[config.mk]
export PLATFORM = sky130hd
export DESIGN_NAME = uart_rx_oversampled
export DESIGN_NICKNAME = d
export VERILOG_FILES = /design/src/rtl/uart_pkg.sv /design/src/rtl/sync_2ff.sv /design/src/rtl/uart_rx_oversampled.sv
export SDC_FILE = /design/constraint.sdc
export NUM_CORES = 1
export LEC_CHECK = 0
export CORE_ASPECT_RATIO = 1.1
export CORE_MARGIN = 2
export CORE_UTILIZATION = 25
export CTS_CLUSTER_SIZE = 20
export DETAILED_ROUTE_END_ITERATION = 16
export REMOVE_ABC_BUFFERS = 1
export SLEW_MARGIN = 20
export SYNTH_ARGS = -nofsm -noshare
export SYNTH_HDL_FRONTEND = slang
export SYNTH_SLANG_ARGS = --single-unit
[constraint.sdc]
create_clock -name clk -period 2.89 [get_ports clk]
set_input_delay 0.289 -clock clk [delete_from_list [all_inputs] [get_ports clk]]
set_output_delay 0.289 -clock clk [all_outputs]
set_load 0.1 [all_outputs]
[src/rtl/uart_pkg.sv]
// Shared UART definitions: receiver state encoding and default frame geometry,
// used by both the receiver and the transmitter.
package uart_pkg;

  localparam int UART_OVERSAMPLE = 16;
  localparam int UART_DATA_BITS  = 8;

  typedef enum logic [2:0] {
    IDLE   = 3'd0,
    START  = 3'd1,
    DATA   = 3'd2,
    PARITY = 3'd3,
    STOP   = 3'd4
  } uart_state_t;

endpackage

[src/rtl/sync_2ff.sv]
// Two-flop synchroniser for an asynchronous single-bit input; 2 clk latency,
// no backpressure. Reset value is configurable so idle-high lines stay idle.
module sync_2ff #(
  parameter logic RESET_VAL = 1'b1
) (
  input  logic clk,
  input  logic rst,
  input  logic d,
  output logic q
);

  logic meta;

  always_ff @(posedge clk or negedge rst) begin
    if (!rst) begin
      meta <= RESET_VAL;
      q    <= RESET_VAL;
    end else begin
      meta <= d;
      q    <= meta;
    end
  end

endmodule

[src/rtl/uart_rx_oversampled.sv]
// Oversampled UART receiver: data_valid 1 clk after the mid-stop-bit tick, no backpressure
// (host must take each strobe). Optional even parity bit under UART_RX_PARITY_EN.
module uart_rx_oversampled
  import uart_pkg::*;
#(
  parameter int DATA_BITS  = UART_DATA_BITS,
  parameter int OVERSAMPLE = UART_OVERSAMPLE
) (
  input  logic                 clk,
  input  logic                 rst,
  input  logic                 tick,
  input  logic                 rx,
  output logic [DATA_BITS-1:0] data_out,
  output logic                 data_valid,
  output logic                 frame_err,
  output logic                 parity_err,
  output logic                 busy
);

  localparam int CNT_W = $clog2(OVERSAMPLE);
  localparam int IDX_W = $clog2(DATA_BITS + 1);

  localparam logic [CNT_W-1:0] CNT_MID  = CNT_W'(OVERSAMPLE / 2 - 1);
  localparam logic [CNT_W-1:0] CNT_END  = CNT_W'(OVERSAMPLE - 1);
  localparam logic [IDX_W-1:0] IDX_LAST = IDX_W'(DATA_BITS - 1);

  logic rx_s;

  uart_state_t          state, state_nxt;
  logic [CNT_W-1:0]     cnt, cnt_nxt;
  logic [IDX_W-1:0]     idx, idx_nxt;
  logic [DATA_BITS-1:0] shreg, shreg_nxt;
  logic [DATA_BITS-1:0] data_out_nxt;
  logic                 data_valid_nxt;
  logic                 frame_err_nxt;

`ifdef UART_RX_PARITY_EN
  logic par_pend, par_pend_nxt;
  logic parity_err_nxt;
`endif

  sync_2ff #(
    .RESET_VAL (1'b1)
  ) u_rx_sync (
    .clk (clk),
    .rst (rst),
    .d   (rx),
    .q   (rx_s)
  );

  assign busy = (state != IDLE);

  // Every counting step is gated by tick; a state entered on one tick starts
  // counting on the following tick, so no tick is counted twice.
  always_comb begin
    state_nxt      = state;
    cnt_nxt        = cnt;
    idx_nxt        = idx;
    shreg_nxt      = shreg;
    data_out_nxt   = data_out;
    data_valid_nxt = 1'b0;
    frame_err_nxt  = frame_err;
`ifdef UART_RX_PARITY_EN
    par_pend_nxt   = par_pend;
    parity_err_nxt = parity_err;
`endif
    if (tick) begin
      case (state)
        IDLE: begin
          if (!rx_s) begin
            state_nxt = START;
            cnt_nxt   = '0;
          end
        end
        START: begin
          if (cnt == CNT_MID) begin
            if (!rx_s) begin
              state_nxt = DATA;
              cnt_nxt   = '0;
              idx_nxt   = '0;
            end else begin
              state_nxt = IDLE;
            end
          end else begin
            cnt_nxt = cnt + CNT_W'(1);
          end
        end
        DATA: begin
          if (cnt == CNT_END) begin
            shreg_nxt = {rx_s, shreg[DATA_BITS-1:1]};
            cnt_nxt   = '0;
            idx_nxt   = idx + IDX_W'(1);
            if (idx == IDX_LAST) begin
`ifdef UART_RX_PARITY_EN
              state_nxt = PARITY;
`else
              state_nxt = STOP;
`endif
            end
          end else begin
            cnt_nxt = cnt + CNT_W'(1);
          end
        end
`ifdef UART_RX_PARITY_EN
        PARITY: begin
          if (cnt == CNT_END) begin
            par_pend_nxt = (^shreg) ^ rx_s;
            cnt_nxt      = '0;
            state_nxt    = STOP;
          end else begin
            cnt_nxt = cnt + CNT_W'(1);
          end
        end
`endif
        STOP: begin
          // Leaving at mid stop bit leaves half a bit to catch a back-to-back start edge.
          if (cnt == CNT_END) begin
            data_out_nxt   = shreg;
            frame_err_nxt  = !rx_s;
            data_valid_nxt = 1'b1;
`ifdef UART_RX_PARITY_EN
            parity_err_nxt = par_pend;
`endif
            cnt_nxt        = '0;
            state_nxt      = IDLE;
          end else begin
            cnt_nxt = cnt + CNT_W'(1);
          end
        end
        default: begin
          state_nxt = IDLE;
          cnt_nxt   = '0;
        end
      endcase
    end
  end

  always_ff @(posedge clk or negedge rst) begin
    if (!rst) begin
      state      <= IDLE;
      cnt        <= '0;
      idx        <= '0;
      shreg      <= '0;
      data_out   <= '0;
      data_valid <= 1'b0;
      frame_err  <= 1'b0;
    end else begin
      state      <= state_nxt;
      cnt        <= cnt_nxt;
      idx        <= idx_nxt;
      shreg      <= shreg_nxt;
      data_out   <= data_out_nxt;
      data_valid <= data_valid_nxt;
      frame_err  <= frame_err_nxt;
    end
  end

`ifdef UART_RX_PARITY_EN
  always_ff @(posedge clk or negedge rst) begin
    if (!rst) begin
      par_pend   <= 1'b0;
      parity_err <= 1'b0;
    end else begin
      par_pend   <= par_pend_nxt;
      parity_err <= parity_err_nxt;
    end
  end
`else
  assign parity_err = 1'b0;
`endif

endmodule

==> summary.md <==
| Metric | Value |
|---|---|
| Outcome | `completed` |
| Clock transition at the registers of the reported paths | `0.07 ns` |
| Final Hold Violating Endpoints | `0` |
| Clk network pwr share | `30.0%` |
| Seq/Total Area, Yosys | `53.0%` |
| DRC Markers | `0` |
| Net Sw Frac | `35.0%` |
| Crit. End Element | `flop` |
| Vias in the first global route | `1037` |
| Top_reg_cell synth | `dfrtp_1` |
| HPWL after DPL | `1830 um` |
| Final WL | `2690 um` |
| Synth async-reset ratio | `100%` |
| P_int | `0.959 mW` |
| First-pass GRT wire length | `4930 um` |
| # diodes | `0` |
| Final setup violation count | `0` |
| Die H | `84.4 um` |
| Syn-to-layout area delta | `19.8%` |
| Synth cell count leaders | `dfrtp_1 (29), mux2_2 (18), o21ai_0 (7), nand2_1 (6)` |
| Reg power frac | `39.2%` |
| CP startpoint kind | `flop` |
| CTS Buffer Depth | `2` |
| Max-slew violations | `0` |
| Count of port buffers added during placement | `14` |
| Core area | `5730 um^2` |
| Total grt overflow | `0` |
| Cells after synthesis | `123` |
| Critical Path RT | `3.05 ns` |
| Layout cells sized above 1 | `33.3%` |
| Slew at the pin with the worst max-slew slack | `0.549 ns` |
| # IOs | `16` |
| Max-cap viol count | `0` |
| Top cells by area, synth | `dfrtp_1 (49%), mux2_2 (14%), dfstp_2 (3.6%)` |
| Yosys reg bits | `31` |
| Crit path cell chain | `ha_1, and3_1, nand4_1, mux2_2` |
| Max stage delay on crit path | `0.46 ns` |
| Final Skew | `0.00781 ns` |
| Detailed router's first-iteration violation count | `79` |
| Die area | `6510 um^2` |
| Synth Warn # | `0` |
| Crit-path max FO | `11` |
| Slowest cell on the critical path | `mux2_2` |
| Hold Buf Count CTS | `0` |
| # rows | `29` |
| Crit Path Class | `reg2reg` |
| Crit path DAT | `2.11 ns` |
| Combinational share of power | `30.8%` |
| Worst-skew pair later-pin latency | `0.28 ns` |
| GRT Overall Usage | `9.60%` |
| R2R Setup Slk | `0.94 ns` |
| CTS tree | `yes` |
| Period minus WS final | `1.95 ns` |
| Leak Pwr | `0.839 nW` |
| Relative slew slack | `63.3%` |
| Initial antenna violation count | `0` |
| Crit share post-route | `67.4%` |
| Final #Nets | `143` |
| Cell variety after synth | `39` |
| Final GP Congestion | `0.759` |
| H-tree lvl count | `2` |
| Setup TNS Final | `0 ns` |
| Fmax achieved | `513 MHz` |
| Residual antenna-violating net count after detailed routing | `0` |
| First-pass detailed-route iteration total | `4` |
| Top-count cell post-synth | `dfrtp_1` |
| DR vias | `951` |
| Drt wl/cell | `12.5 um` |
| Synth Area per Inst | `11.9 um^2` |
| EDFF count, synth | `0` |
| Largest net degree at the start of global routing | `32` |
| Yosys top cell area share | `49.4%` |
| Power per cell area | `838 nW/um^2` |
| Yosys top cell by area | `dfrtp_1` |
| Net Switching | `0.516 mW` |
| Die X | `77.1 um` |
| Non-Filler Instances | `215` |
| Placed insts | `207` |
| Maximum VDD drop | `0.225 mV` |
| Clock Tree Root | `clkbuf_8` |
| Hold WC Path Type | `reg2reg` |
| # Post-CTS Setup Buffers | `0` |
| Starting density of the core | `25.6%` |
| RSZ-0062 raised after global routing | `false` |
| Average vias per placed instance | `4.42` |
| Num CTS Buffers | `5` |
| Synthesized area | `1470 um^2` |
| CTS Sinks | `31` |
| Cts repair resizes | `0` |
[sequential cells by signal, summed over array words and instances (netlist names)]
register and flops:
u_rx_sync.q 1, state 3, cnt 4, data_valid 1, idx 4, data_out 8, u_rx_sync.meta 1, frame_err 1
shreg 8
[critical path: cells and delay by family, from the launching register on]
kind / cells / cell delay (ns)
multiplexers: 1 / 0.46
AND/OR/NAND/NOR: 2 / 0.66
flip-flops: 1 / 0.38
adder cells (fa/ha/maj): 1 / 0.33
[layout by cell type, fill, tap and decap left out, types with 2 or more instances in the layout]
cell,n
buf_4,13
dfstp_2,2
nand3b_1,2
a22o_1,3
nor4b_1,2
nor2_1,3
nor3_1,2
inv_1,4
clkdlybuf4s50_1,3
clkbuf_8,6
nand3_1,4
dfrtp_1,29
nor3b_1,2
and3b_1,2
o21ai_0,7
mux2_2,18
and3_1,3
a21oi_1,2
ha_1,2
nand2_1,6
o211ai_1,3
a32o_1,2
[power groups by stage]
stage	clock network, mW	registers, mW	logic [mW]
floorplan	0	0.557	0.361
global placement	0	0.584	0.450
detailed placement	0	0.586	0.452
CTS	0.454	0.579	0.458
global route	0.473	0.593	0.502
finish	0.442	0.578	0.454
[path summary, 6_finish.rpt]
path                                startpoint  depth (start not counted)           to
worst max-delay path                    cnt[1]                          4  data_out[6]
worst min-delay path            u_rx_sync.meta                          0  u_rx_sync.q
worst max register to register          cnt[1]                          4  data_out[6]
worst min register to register  u_rx_sync.meta                          0  u_rx_sync.q
max in group asynchronous                  rst                          2  u_rx_sync.q
min in group asynchronous                  rst                          2       idx[3]
[per-layer routing]
layer	GRT usage (%)	wire length [um]	up-vias
met5	0	0	-
met4	3.90	47	0
met3	2.90	98	6
met2	15.2	1260	17
met1	12.3	1290	459
li1	-	-	469
[layout make-up]
cell class                      count  area, um^2
Clock buffer                        6        82.6
Fill cell                         604        3970
Tap cell                           77        96.3
Timing Repair Buffer               16         128
Inverter                            4        15.0
Multi-Input combinational cell     79         626
Sequential cell                    31         778
Clock inverter                      2        35.0
[through the flow]
stage	worst slack [ns]	hold WS [ns]	instance area [um^2]	total power, mW	utilization [%]
6_report	0.941	0.356	1760	1.47	30.7
3_5_place_dp	0.841	0.347	1640	1.04	28.7
5_1_grt	0.727	0.366	1760	1.57	30.7
4_1_cts	0.913	0.357	1760	1.49	30.7
3_3_place_gp	0.869	0.346	1640	1.03	28.7
2_1_floorplan	1.17	-0.00659	1420	0.918	-
[cell families (layout without fill, tap and decap cells)]
logic type,after synthesis,count (layout),synth area share [%]
compound gates,21,21,10.3
xor+xnor,1,1,0.596
fa+ha+maj,3,3,2.47
buf+inv,13,28,4.43
flops,31,31,53.0
mux,20,20,15.5
other cells,1,1,0.255
simple gates,33,33,13.5
Note: power is estimated with default switching activity, not from simulation.
